===== config.mk =====
export PLATFORM = sky130hd
export DESIGN_NAME = waveform_uart_streamer_flat
export DESIGN_NICKNAME = d
export VERILOG_FILES = /design/src/rtl/waveform_uart_streamer_if.sv /design/src/rtl/waveform_uart_streamer.sv /design/src/flat_wrapper.sv
export SDC_FILE = /design/constraint.sdc
export NUM_CORES = 1
export LEC_CHECK = 0
export BUFFER_PORTS_ARGS = -buffer_cell sky130_fd_sc_hd__buf_2
export CAP_MARGIN = 20
export CORE_AREA = 5 5 93 95
export CTS_CLUSTER_SIZE = 40
export DETAILED_ROUTE_END_ITERATION = 7
export DIE_AREA = 0 0 98 100
export GPL_TIMING_DRIVEN = 0
export PLACE_DENSITY = 0.81
export REMOVE_ABC_BUFFERS = 1
export SYNTH_ARGS = -nofsm -noshare
export SYNTH_HDL_FRONTEND = slang
export SYNTH_SLANG_ARGS = --single-unit

===== constraint.sdc =====
create_clock -name clk -period 3.3 [get_ports clk]
set_clock_uncertainty 0.2 [all_clocks]
set_input_delay 0.165 -clock clk [delete_from_list [all_inputs] [get_ports clk]]
set_output_delay 0.165 -clock clk [all_outputs]
set_load 0.03 [all_outputs]

===== src/rtl/waveform_uart_streamer_if.sv =====
// Command, sample-RAM read port and serial-line signals of waveform_uart_streamer.
interface waveform_uart_streamer_if #(
  parameter int unsigned SAMPLE_W = 14,
  parameter int unsigned NCH      = 2
);
  logic                start;
  logic                abort;
  logic [NCH-1:0]      ch_mask;
  logic [15:0]         wave_number;
  logic                rd_en;
  logic [1:0]          rd_ch;
  logic [15:0]         rd_addr;
  logic [SAMPLE_W-1:0] rd_data;
  logic                uart_tx;
  logic                busy;
  logic                done;

  modport master (output start, abort, ch_mask, wave_number, rd_data,
                  input  rd_en, rd_ch, rd_addr, uart_tx, busy, done);
  modport slave  (input  start, abort, ch_mask, wave_number, rd_data,
                  output rd_en, rd_ch, rd_addr, uart_tx, busy, done);
endinterface


===== src/rtl/waveform_uart_streamer.sv =====
// Streams masked sample channels from a synchronous RAM as 3-byte UART records,
// then a trailer with the wave number and an XOR checksum.
module waveform_uart_streamer #(
  parameter int unsigned SAMPLE_W     = 14,
  parameter int unsigned DEPTH        = 1000,
  parameter int unsigned NCH          = 2,
  parameter int unsigned CLKS_PER_BIT = 1,
  parameter int unsigned STOP_BITS    = 3
) (
  input logic                      clk,
  input logic                      rst,
  waveform_uart_streamer_if.slave  bus
);
  localparam int unsigned FRAME_BITS = 9 + STOP_BITS;
  localparam int unsigned BIT_W      = $clog2(FRAME_BITS);
  localparam int unsigned CNT_W      = (CLKS_PER_BIT > 1) ? $clog2(CLKS_PER_BIT) : 1;
  localparam int unsigned CH_IW      = (NCH > 1) ? $clog2(NCH) : 1;

  typedef enum logic [2:0] {
    IDLE, FETCH, CAPTURE, SEND, TRAILER_LOAD, TRAILER_GAP, TRAILER_SEND
  } state_e;

  state_e             state_q, state_d;
  logic [1:0]         ch_q, ch_d;
  logic [15:0]        idx_q, idx_d;
  logic [NCH-1:0]     mask_q, mask_d;
  logic [15:0]        wave_q, wave_d;
  logic [7:0]         csum_q, csum_d;
  logic [23:0]        buf_q, buf_d;
  logic [CNT_W-1:0]   clk_cnt_q, clk_cnt_d;
  logic [BIT_W-1:0]   bit_cnt_q, bit_cnt_d;
  logic [1:0]         frame_q, frame_d;
  logic               abort_q, abort_d;
  logic               rd_en_q, rd_en_d;
  logic               tx_q, tx_d;
  logic               busy_q, busy_d;
  logic               done_q, done_d;

  logic [SAMPLE_W-1:0] sample;
  logic [13:0]         sample_ext;
  logic [7:0]          rec_b0, rec_b1, rec_b2;
  logic [7:0]          cur_byte;
  logic [1:0]          first_ch, next_ch;
  logic                has_first, has_next;

  assign sample     = bus.rd_data;
  assign sample_ext = 14'(sample);
  assign rec_b0     = {ch_q, sample_ext[13:8]};
  assign rec_b1     = sample_ext[7:0];
  assign rec_b2     = 8'(idx_q + 16'd1);

  // Lowest enabled channel for a new start, and next enabled channel above the current one.
  always_comb begin
    first_ch  = 2'd0;
    has_first = 1'b0;
    next_ch   = 2'd0;
    has_next  = 1'b0;
    for (int unsigned i = 0; i < NCH; i++) begin
      if (bus.ch_mask[CH_IW'(i)] && !has_first) begin
        first_ch  = 2'(i);
        has_first = 1'b1;
      end
      if (mask_q[CH_IW'(i)] && !has_next && (2'(i) > ch_q)) begin
        next_ch  = 2'(i);
        has_next = 1'b1;
      end
    end
  end

  always_comb begin
    state_d   = state_q;
    ch_d      = ch_q;
    idx_d     = idx_q;
    mask_d    = mask_q;
    wave_d    = wave_q;
    csum_d    = csum_q;
    buf_d     = buf_q;
    clk_cnt_d = clk_cnt_q;
    bit_cnt_d = bit_cnt_q;
    frame_d   = frame_q;
    done_d    = 1'b0;
    tx_d      = 1'b1;
    cur_byte  = 8'h00;
    // Abort is only armed by an accepted start when idle.
    abort_d   = (state_q == IDLE) ? (bus.start & bus.abort) : (abort_q | bus.abort);

    case (state_q)
      IDLE: begin
        if (bus.start) begin
          mask_d    = bus.ch_mask;
          wave_d    = bus.wave_number;
          csum_d    = bus.wave_number[15:8] ^ bus.wave_number[7:0];
          ch_d      = first_ch;
          idx_d     = 16'd0;
          clk_cnt_d = '0;
          bit_cnt_d = '0;
          frame_d   = 2'd0;
          state_d   = has_first ? FETCH : TRAILER_LOAD;
        end
      end
      FETCH:   state_d = CAPTURE;
      CAPTURE: begin
        buf_d   = {rec_b2, rec_b1, rec_b0};
        csum_d  = csum_q ^ rec_b0 ^ rec_b1 ^ rec_b2;
        state_d = SEND;
      end
      SEND, TRAILER_SEND: begin
        if (clk_cnt_q != CNT_W'(CLKS_PER_BIT - 1)) begin
          clk_cnt_d = clk_cnt_q + CNT_W'(1);
        end else begin
          clk_cnt_d = '0;
          if (bit_cnt_q != BIT_W'(FRAME_BITS - 1)) begin
            bit_cnt_d = bit_cnt_q + BIT_W'(1);
          end else begin
            bit_cnt_d = '0;
            if (abort_d) begin
              frame_d = 2'd0;
              state_d = IDLE;
            end else if (frame_q != 2'd2) begin
              frame_d = frame_q + 2'd1;
              buf_d   = {8'h00, buf_q[23:8]};
            end else begin
              frame_d = 2'd0;
              if (state_q == TRAILER_SEND) begin
                state_d = IDLE;
                done_d  = 1'b1;
              end else if (idx_q != 16'(DEPTH - 1)) begin
                idx_d   = idx_q + 16'd1;
                state_d = FETCH;
              end else begin
                idx_d = 16'd0;
                if (has_next) begin
                  ch_d    = next_ch;
                  state_d = FETCH;
                end else begin
                  state_d = TRAILER_LOAD;
                end
              end
            end
          end
        end
      end
      TRAILER_LOAD: begin
        buf_d   = {csum_q, wave_q[7:0], wave_q[15:8]};
        state_d = TRAILER_GAP;
      end
      TRAILER_GAP: state_d = TRAILER_SEND;
      default:     state_d = IDLE;
    endcase

    // Registered outputs follow the upcoming cycle's state and bit position.
    rd_en_d  = (state_d == FETCH);
    busy_d   = (state_d != IDLE);
    cur_byte = buf_d[7:0];
    if (state_d == SEND || state_d == TRAILER_SEND) begin
      if (bit_cnt_d == '0) begin
        tx_d = 1'b0;
      end else if (bit_cnt_d <= BIT_W'(8)) begin
        tx_d = cur_byte[3'(bit_cnt_d - BIT_W'(1))];
      end
    end
  end

  always_ff @(posedge clk or posedge rst) begin
    if (rst) begin
      state_q   <= IDLE;
      ch_q      <= 2'd0;
      idx_q     <= 16'd0;
      mask_q    <= '0;
      wave_q    <= 16'd0;
      csum_q    <= 8'd0;
      buf_q     <= 24'd0;
      clk_cnt_q <= '0;
      bit_cnt_q <= '0;
      frame_q   <= 2'd0;
      abort_q   <= 1'b0;
      rd_en_q   <= 1'b0;
      tx_q      <= 1'b1;
      busy_q    <= 1'b0;
      done_q    <= 1'b0;
    end else begin
      state_q   <= state_d;
      ch_q      <= ch_d;
      idx_q     <= idx_d;
      mask_q    <= mask_d;
      wave_q    <= wave_d;
      csum_q    <= csum_d;
      buf_q     <= buf_d;
      clk_cnt_q <= clk_cnt_d;
      bit_cnt_q <= bit_cnt_d;
      frame_q   <= frame_d;
      abort_q   <= abort_d;
      rd_en_q   <= rd_en_d;
      tx_q      <= tx_d;
      busy_q    <= busy_d;
      done_q    <= done_d;
    end
  end

  assign bus.rd_en   = rd_en_q;
  assign bus.rd_ch   = ch_q;
  assign bus.rd_addr = idx_q;
  assign bus.uart_tx = tx_q;
  assign bus.busy    = busy_q;
  assign bus.done    = done_q;
endmodule


===== src/flat_wrapper.sv =====
// flat-port wrapper written by rule: the top's interface ports become plain ports
module waveform_uart_streamer_flat 
#(
  parameter int unsigned SAMPLE_W     = 14,
  parameter int unsigned DEPTH        = 1000,
  parameter int unsigned NCH          = 2,
  parameter int unsigned CLKS_PER_BIT = 1,
  parameter int unsigned STOP_BITS    = 3
)
  (clk, rst, bus_start, bus_abort, bus_ch_mask, bus_wave_number, bus_rd_data, bus_rd_en, bus_rd_ch, bus_rd_addr, bus_uart_tx, bus_busy, bus_done);
  waveform_uart_streamer_if #(.SAMPLE_W(SAMPLE_W), .NCH(NCH)) bus_i ();
  input logic clk;
  input logic rst;
  input wire logic [$bits(bus_i.start)-1:0] bus_start;
  input wire logic [$bits(bus_i.abort)-1:0] bus_abort;
  input wire logic [$bits(bus_i.ch_mask)-1:0] bus_ch_mask;
  input wire logic [$bits(bus_i.wave_number)-1:0] bus_wave_number;
  input wire logic [$bits(bus_i.rd_data)-1:0] bus_rd_data;
  output wire logic [$bits(bus_i.rd_en)-1:0] bus_rd_en;
  output wire logic [$bits(bus_i.rd_ch)-1:0] bus_rd_ch;
  output wire logic [$bits(bus_i.rd_addr)-1:0] bus_rd_addr;
  output wire logic [$bits(bus_i.uart_tx)-1:0] bus_uart_tx;
  output wire logic [$bits(bus_i.busy)-1:0] bus_busy;
  output wire logic [$bits(bus_i.done)-1:0] bus_done;
  assign bus_i.start = bus_start;
  assign bus_i.abort = bus_abort;
  assign bus_i.ch_mask = bus_ch_mask;
  assign bus_i.wave_number = bus_wave_number;
  assign bus_i.rd_data = bus_rd_data;
  assign bus_rd_en = bus_i.rd_en;
  assign bus_rd_ch = bus_i.rd_ch;
  assign bus_rd_addr = bus_i.rd_addr;
  assign bus_uart_tx = bus_i.uart_tx;
  assign bus_busy = bus_i.busy;
  assign bus_done = bus_i.done;
  waveform_uart_streamer #(.SAMPLE_W(SAMPLE_W), .DEPTH(DEPTH), .NCH(NCH), .CLKS_PER_BIT(CLKS_PER_BIT), .STOP_BITS(STOP_BITS)) u_core (.clk(clk), .rst(rst), .bus(bus_i));
endmodule

Yosys cells after proc, flatten, opt, wreduce, memory -nomap -nowiden
Cells that the tools add are included.
{"block": "op_classes", "add_sub_neg": 5, "mul": 0, "n_div": 0, "n_lt_le_gt_ge": 4, "eq_ne": 21, "shifts": 0, "n_mux": 65, "n_bitwise": 6, "n_reduce_logical": 21}
{"operator": "$mux 16", "n": 7}
{"operator": "$mux 24", "n": 4}
{"operator": "$pmux 24 s3", "n": 1}
{"operator": "$pmux 16 s2", "n": 1}
{"operator": "$xor 8x8->8", "n": 4}
{"operator": "$mux 3", "n": 9}
{"operator": "$mux 2", "n": 13}
{"operator": "$mux 1", "n": 19}
{"operator": "$pmux 3 s6", "n": 1}
{"operator": "$add 16x1->16 const B", "n": 1}
{"operator": "$ne 16x10->1 const B", "n": 1}
{"operator": "$ne 2x2->1 const B", "n": 8}
{"operator": "$pmux 8 s2", "n": 1}
{"operator": "$eq 3x3->1 const B", "n": 4}
{"operator": "$mux 4", "n": 3}
{"operator": "$eq 3x2->1 const B", "n": 3}
{"operator": "$reduce_and 9->1", "n": 1}
{"operator": "$mux 8", "n": 1}
{"operator": "$pmux 2 s2", "n": 2}
{"operator": "$pmux 4 s2", "n": 1}
{"operator": "$reduce_and 7->1", "n": 1}
{"operator": "$eq 3x1->1 const B", "n": 2}
{"operator": "$reduce_and 2->1", "n": 3}
{"operator": "$reduce_bool 3->1", "n": 2}
{"operator": "other kinds (22)", "n": 29}
{"block": "word_totals", "reg_bits": 83, "latch_bits": 0, "ram_bits": 0, "mem_bits_ro": 0, "inputBits": 36, "out_inout_bits": 22, "word_cells": 138, "memories": 0}

Longest topological paths before layout
{"block": "logic_depth", "depth_word": 18, "depth_mapped": 11, "depth_no_buf": 9}

Worst setup path before layout
OpenSTA, ideal clock, no wires.
{"block": "synth_path", "path_kind": "register to register", "startpoint": "reg u_core.bit_cnt_q[0]", "endpoint": "reg u_core.tx_q (netlist: u_core.bus.uart_tx)", "arrival_time_ps": 2541, "setup_slack_ps": 472, "stages_incl_launch_ff": 10, "n_path_buf": 1, "path_cell_list": "dfrtp_1 ha_1 and3b_1 clkbuf_1 o211ai_4 mux2_2 a221o_1 mux4_2 o32ai_1 o31ai_1"}
{"block": "synth_between", "elab_cells_between_ends": 23, "cone_classes": "add/sub (2); order compare (1); eq/ne (3); mux (15); reduce/logical (2)"}
{"element": "start: declaration", "line": "waveform_uart_streamer.sv:31", "rtl": "logic [BIT_W-1:0] bit_cnt_q, bit_cnt_d;"}
{"element": "start signal: assignment", "line": "waveform_uart_streamer.sv:190", "rtl": "bit_cnt_q <= bit_cnt_d;"}
{"element": "$ne 4x4->1", "line": "waveform_uart_streamer.sv:112", "rtl": "if (bit_cnt_q != BIT_W'(FRAME_BITS - 1)) begin"}
{"element": "$mux 24", "line": "waveform_uart_streamer.sv:112"}
{"element": "$mux 24", "line": "waveform_uart_streamer.sv:108", "rtl": "if (clk_cnt_q != CNT_W'(CLKS_PER_BIT - 1)) begin"}
{"element": "$pmux 24 s3", "line": "waveform_uart_streamer.sv:87", "rtl": "case (state_q)"}
{"element": "named net u_core.buf_d[1]", "line": "waveform_uart_streamer.sv:29", "rtl": "logic [23:0] buf_q, buf_d;"}
{"element": "$bmux 1 s3", "line": "waveform_uart_streamer.sv:159", "rtl": "tx_d = cur_byte[3'(bit_cnt_d - BIT_W'(1))];"}
{"element": "$mux 1 (implied by the code)", "line": "waveform_uart_streamer.sv:159"}
{"element": "$mux 1", "line": "waveform_uart_streamer.sv:158", "rtl": "end else if (bit_cnt_d <= BIT_W'(8)) begin"}
{"element": "$mux 1", "line": "waveform_uart_streamer.sv:156", "rtl": "if (bit_cnt_d == '0) begin"}
{"element": "$mux 1", "line": "waveform_uart_streamer.sv:155", "rtl": "if (state_d == SEND || state_d == TRAILER_SEND) begin"}
{"element": "named net u_core.tx_d", "line": "waveform_uart_streamer.sv:35", "rtl": "logic tx_q, tx_d;"}
{"element": "end signal: assignment", "line": "waveform_uart_streamer.sv:194", "rtl": "tx_q <= tx_d;"}
{"element": "end: declaration", "line": "waveform_uart_streamer.sv:35"}
The timed path passes the listed nets, and every way through them passes these cells. The select of a mux whose other input is x is not followed.
A chain may end at the register's enable or synchronous reset.

Worst setup path in the final report
{"block": "layout_path", "startpoint": "reg u_core.state_q[1]", "endpoint": "reg u_core.tx_q (netlist: u_core.bus.uart_tx)"}
{"block": "layout_between", "elab_chain_cells": 11, "elab_cells_between_ends": 32, "cone_classes": "add/sub (1); order compare (1); eq/ne (8); mux (18); reduce/logical (4)"}
{"element": "start: declaration", "line": "waveform_uart_streamer.sv:23", "rtl": "state_e state_q, state_d;"}
{"element": "start signal: assignment", "line": "waveform_uart_streamer.sv:182", "rtl": "state_q <= state_d;"}
{"element": "$logic_not 3->1", "line": "waveform_uart_streamer.sv:85", "rtl": "abort_d = (state_q == IDLE) ? (bus.start & bus.abort) : (abort_q | bus.abort);"}
{"element": "$mux 1", "line": "waveform_uart_streamer.sv:85"}
{"element": "$mux 24", "line": "waveform_uart_streamer.sv:116", "rtl": "if (abort_d) begin"}
{"element": "$mux 24", "line": "waveform_uart_streamer.sv:112"}
{"element": "$mux 24", "line": "waveform_uart_streamer.sv:108"}
{"element": "$pmux 24 s3 (*)", "line": "waveform_uart_streamer.sv:87"}
{"element": "named net u_core.buf_d[7]", "line": "waveform_uart_streamer.sv:29"}
{"element": "$bmux 1 s3 (*)", "line": "waveform_uart_streamer.sv:159"}
{"element": "$mux 1 (implied by the code) (*)", "line": "waveform_uart_streamer.sv:159"}
{"element": "$mux 1 (*)", "line": "waveform_uart_streamer.sv:158"}
{"element": "$mux 1 (*)", "line": "waveform_uart_streamer.sv:156"}
{"element": "$mux 1 (*)", "line": "waveform_uart_streamer.sv:155"}
{"element": "named net u_core.tx_d", "line": "waveform_uart_streamer.sv:35"}
The timed path passes the listed nets; every way through them passes the cells marked *. The select of a mux whose other input is x is not followed.

==> results.json <==
{
  "tritoncts": "done",
  "antenna_diode_count": 0,
  "layout.filler_cells": 597,
  "ys_types": 56,
  "pre_cts_slack_ns": -0.2806,
  "layout.cells.non_filler": 644,
  "avgViaCountPerCell": 5.936,
  "grt_setup_unrepaired": "true",
  "avgSynthCellArea_um2": 9.275,
  "worstPathCellList": "nor2b_2, nor2_1, a21o_2, a221o_1, mux4_2, nor3b_1, o31ai_1",
  "drt.antenna.violating_nets": 0,
  "critPathMaxFanout": 17,
  "finalNetCount": 576,
  "initial_core_utilization_pct": 56.15,
  "yosys.cell_count.top_type": "nand2_1",
  "syn_area_um2": 4294,
  "yosysSeqAreaShare_pct": 46.65,
  "maxSlewViolCount": 0,
  "reg2regPathDepth": 7,
  "drt-total-wl_mm": 11.41,
  "final_hold_viol_count": 0,
  "num_vias": 3823,
  "synth_seq_cells": 80,
  "core-area_um2": 7647,
  "syn_to_final_growth_pct": 20.05,
  "worst_setup_slack_after_layout_ns": 0.009394,
  "setup_viol_count_final": 0,
  "synthDominantCellAreaShare_pct": 46.04,
  "cpMaxStageDelayCell": "dfrtp_1",
  "yosys_warnings": 0,
  "maximum_clock_frequency_mhz": 303.9,
  "irDropWorstVdd_mv": 0.4294,
  "post-route-period-util_pct": 99.72,
  "critical_path.n_buffers_inverters": 0,
  "numCtsBuffers": 9,
  "wl_per_cell_um": 17.71,
  "die_y_um": 100,
  "synth_area_leader_cell": "dfrtp_1",
  "hpwl_mm": 7.546,
  "synth_edf_count": 0,
  "dominantRegCellSynth": "dfrtp_1",
  "netlist_instances": 463,
  "grt_pass1_vias": 3851,
  "numClockSinks": 80,
  "gr-usage-all-layers_pct": 24.41,
  "grt_start_max_net_pins": 67,
  "die_area_um2": 9800,
  "port_buffers": 56,
  "std_cell_rows": 32,
  "i_o_pins": 58,
  "worstSetupEndpointType": "register",
  "cts.clk_slew.worst_paths_ns": 0.09,
  "horizontal_extent_of_the_die_um": 98,
  "status": "finished clean",
  "max_slew_margin_pct": 26.22,
  "min_path_type": "input port to register",
  "dp_cells": 600,
  "htreeDepth": 3,
  "globalRoute.totalOverflow": 0,
  "total_power_mw": 4.355,
  "worstHoldPathCells": 4,
  "crit_cells": 7,
  "timing.final.crit_period_ns": 3.291,
  "crit_required_ns": 3.37,
  "worst_pin_slew_ns": 1.103,
  "static_leak_nw": 2.384,
  "area_taken_by_multi_input_logic_gates_um2": 2167,
  "insertion_delay_ns": 0.36,
  "drt-initial-drc-count": 415,
  "power_per_cell_area_nw_per_um2": 844.8,
  "gpl.final_weighted_congestion": 0.8870,
  "wire_length_of_the_first_global_routing_pass_mm": 19.24,
  "cap_violations": 0,
  "asyncSetResetFlopFracSynth_pct": 100.0,
  "root_buffer_cell": "clkbuf_8",
  "seqCellArea_um2": 2004,
  "crit_arrival_ns": 3.36,
  "initial_antenna_violation_count": 0,
  "hold-worst-slack_ns": 0.04314,
  "crit_type": "register to register",
  "worst_setup_start_kind": "register",
  "critical-path-top-delay-family": "simple AND/OR/NAND/NOR gates",
  "drive_gt1_share_pct": 17.90,
  "critical_path_max_stage_delay_ns": 0.67,
  "yosys-top-cells-count": "nand2_1, dfrtp_1, nor2_1, xnor2_1, o21ai_0",
  "netlist_top_cells_area": "dfrtp_1, nand2_1, xnor2_1",
  "remaining_drc_errors": 0,
  "cts.path.max_buffers": 2,
  "drt_first_pass_iters": 6
}
-- layout make-up --
cell class,count,area share (%)
clock buffers,11,2.549
flip-flops and latches,80,38.88
clock inverters,5,1.117
well taps,102,2.476
inverters,13,0.9951
repair buffers,86,11.94
multi-input cells,347,42.04
-- power by group --
group	leakage [nW]	switching [mW]	total (mW)	internal, mW
registers	1.03	0.336	1.68	1.35
logic	1.27	1.13	1.96	0.822
clock network	0.0856	0.369	0.718	0.349
total	2.38	1.84	4.36	2.52
-- cell usage in the layout (no fill, tap or decap), types with 3 or more instances in the layout --
master / netlist / routed
o211ai_1: 5 / 5
nor3_1: 7 / 7
nand4_1: 4 / 4
a22oi_1: 7 / 7
dfrtp_1: 79 / 78
inv_1: 13 / 12
a222oi_1: 9 / 9
o31ai_1: 3 / 3
clkbuf_8: 0 / 9
clkinvlp_4: 0 / 3
a21oi_1: 13 / 12
a21o_1: 4 / 3
o21ai_1: 3 / 3
nor2b_1: 7 / 5
xor2_1: 14 / 14
mux2_2: 6 / 6
nand3_1: 8 / 8
ha_1: 3 / 3
nand2_1: 92 / 91
dlygate4sd3_1: 0 / 28
and3_1: 5 / 5
nor2_1: 46 / 45
a22o_1: 3 / 3
o21ai_0: 22 / 22
nand2b_1: 6 / 6
buf_2: 1 / 56
a221o_1: 14 / 14
and2_1: 3 / 3
xnor2_1: 26 / 26
-- what timing repair did --
item,4_1_cts,5_1_grt
buffers inserted,0,0
hold buffers,28,0
setup endpoints to repair,2,4
gates resized for setup,6,2
hold endpoints to repair,111,0
-- layer usage --
metal / track usage [%] / wire [um] / share of wire (%)
met3: 3.405 / 628 / 5.5
met5: 0 / 0 / 0
met2: 42.09 / 5726 / 50
met1: 31.05 / 4768 / 42
met4: 10.01 / 285 / 2.5
-- kinds of logic after synthesis --
family / synth area share (%)
and+or+nand+nor: 19.35
buffers and inverters: 3.263
AOI/OAI and AO/OA: 18.27
muxes: 3.351
DFF: 46.65
xor gates and xnor gates: 8.159
other: 0.08733
adders and majority gates: 0.8742
-- registers in the layout (all words and copies together), names as in the netlist --
signal              cells
u_core.frame_q          2
u_core.state_q          3
u_core.csum_q           8
u_core.bus.rd_ch        1
u_core.bus.done         1
u_core.mask_q           1
u_core.abort_q          1
u_core.bus.uart_tx      1
u_core.wave_q          16
u_core.bit_cnt_q        4
u_core.bus.rd_en        1
u_core.bus.rd_addr     16
u_core.bus.busy         1
u_core.buf_q           24
-- final timing paths --
kind	to	slack, ns	from
worst min register to register	u_core.wave_q[15]	0.28	u_core.wave_q[15]
max in group asynchronous	u_core.bus.uart_tx	2.22	rst
worst max register to register	u_core.bus.uart_tx	0.009	u_core.state_q[1]
worst min-delay path	u_core.buf_q[1]	0.04	bus_rd_data[9]
min in group asynchronous	u_core.frame_q[0]	0.08	rst
worst max-delay path	u_core.bus.uart_tx	0.009	u_core.state_q[1]
-- worst register-to-register path, cell delays in order, from the launching register on --
cell and delay, ns:
dfrtp_1 0.67, nor2b_2 0.53, nor2_1 0.25, a21o_2 0.38, a221o_1 0.37, mux4_2 0.48, nor3b_1 0.22, o31ai_1 0.11
-- per-stage QoR --
stage	utilization [%]	TNS, ns	area [um2]
floorplan	-	0	4203
global placement	60.29	-4.834	4611
detailed placement	61.04	-0.2937	4668
CTS	67.33	0	5149
global route	67.41	-0.1449	5155
finish	67.41	0	5155
No activity file was read; power rests on OpenSTA's default activity.
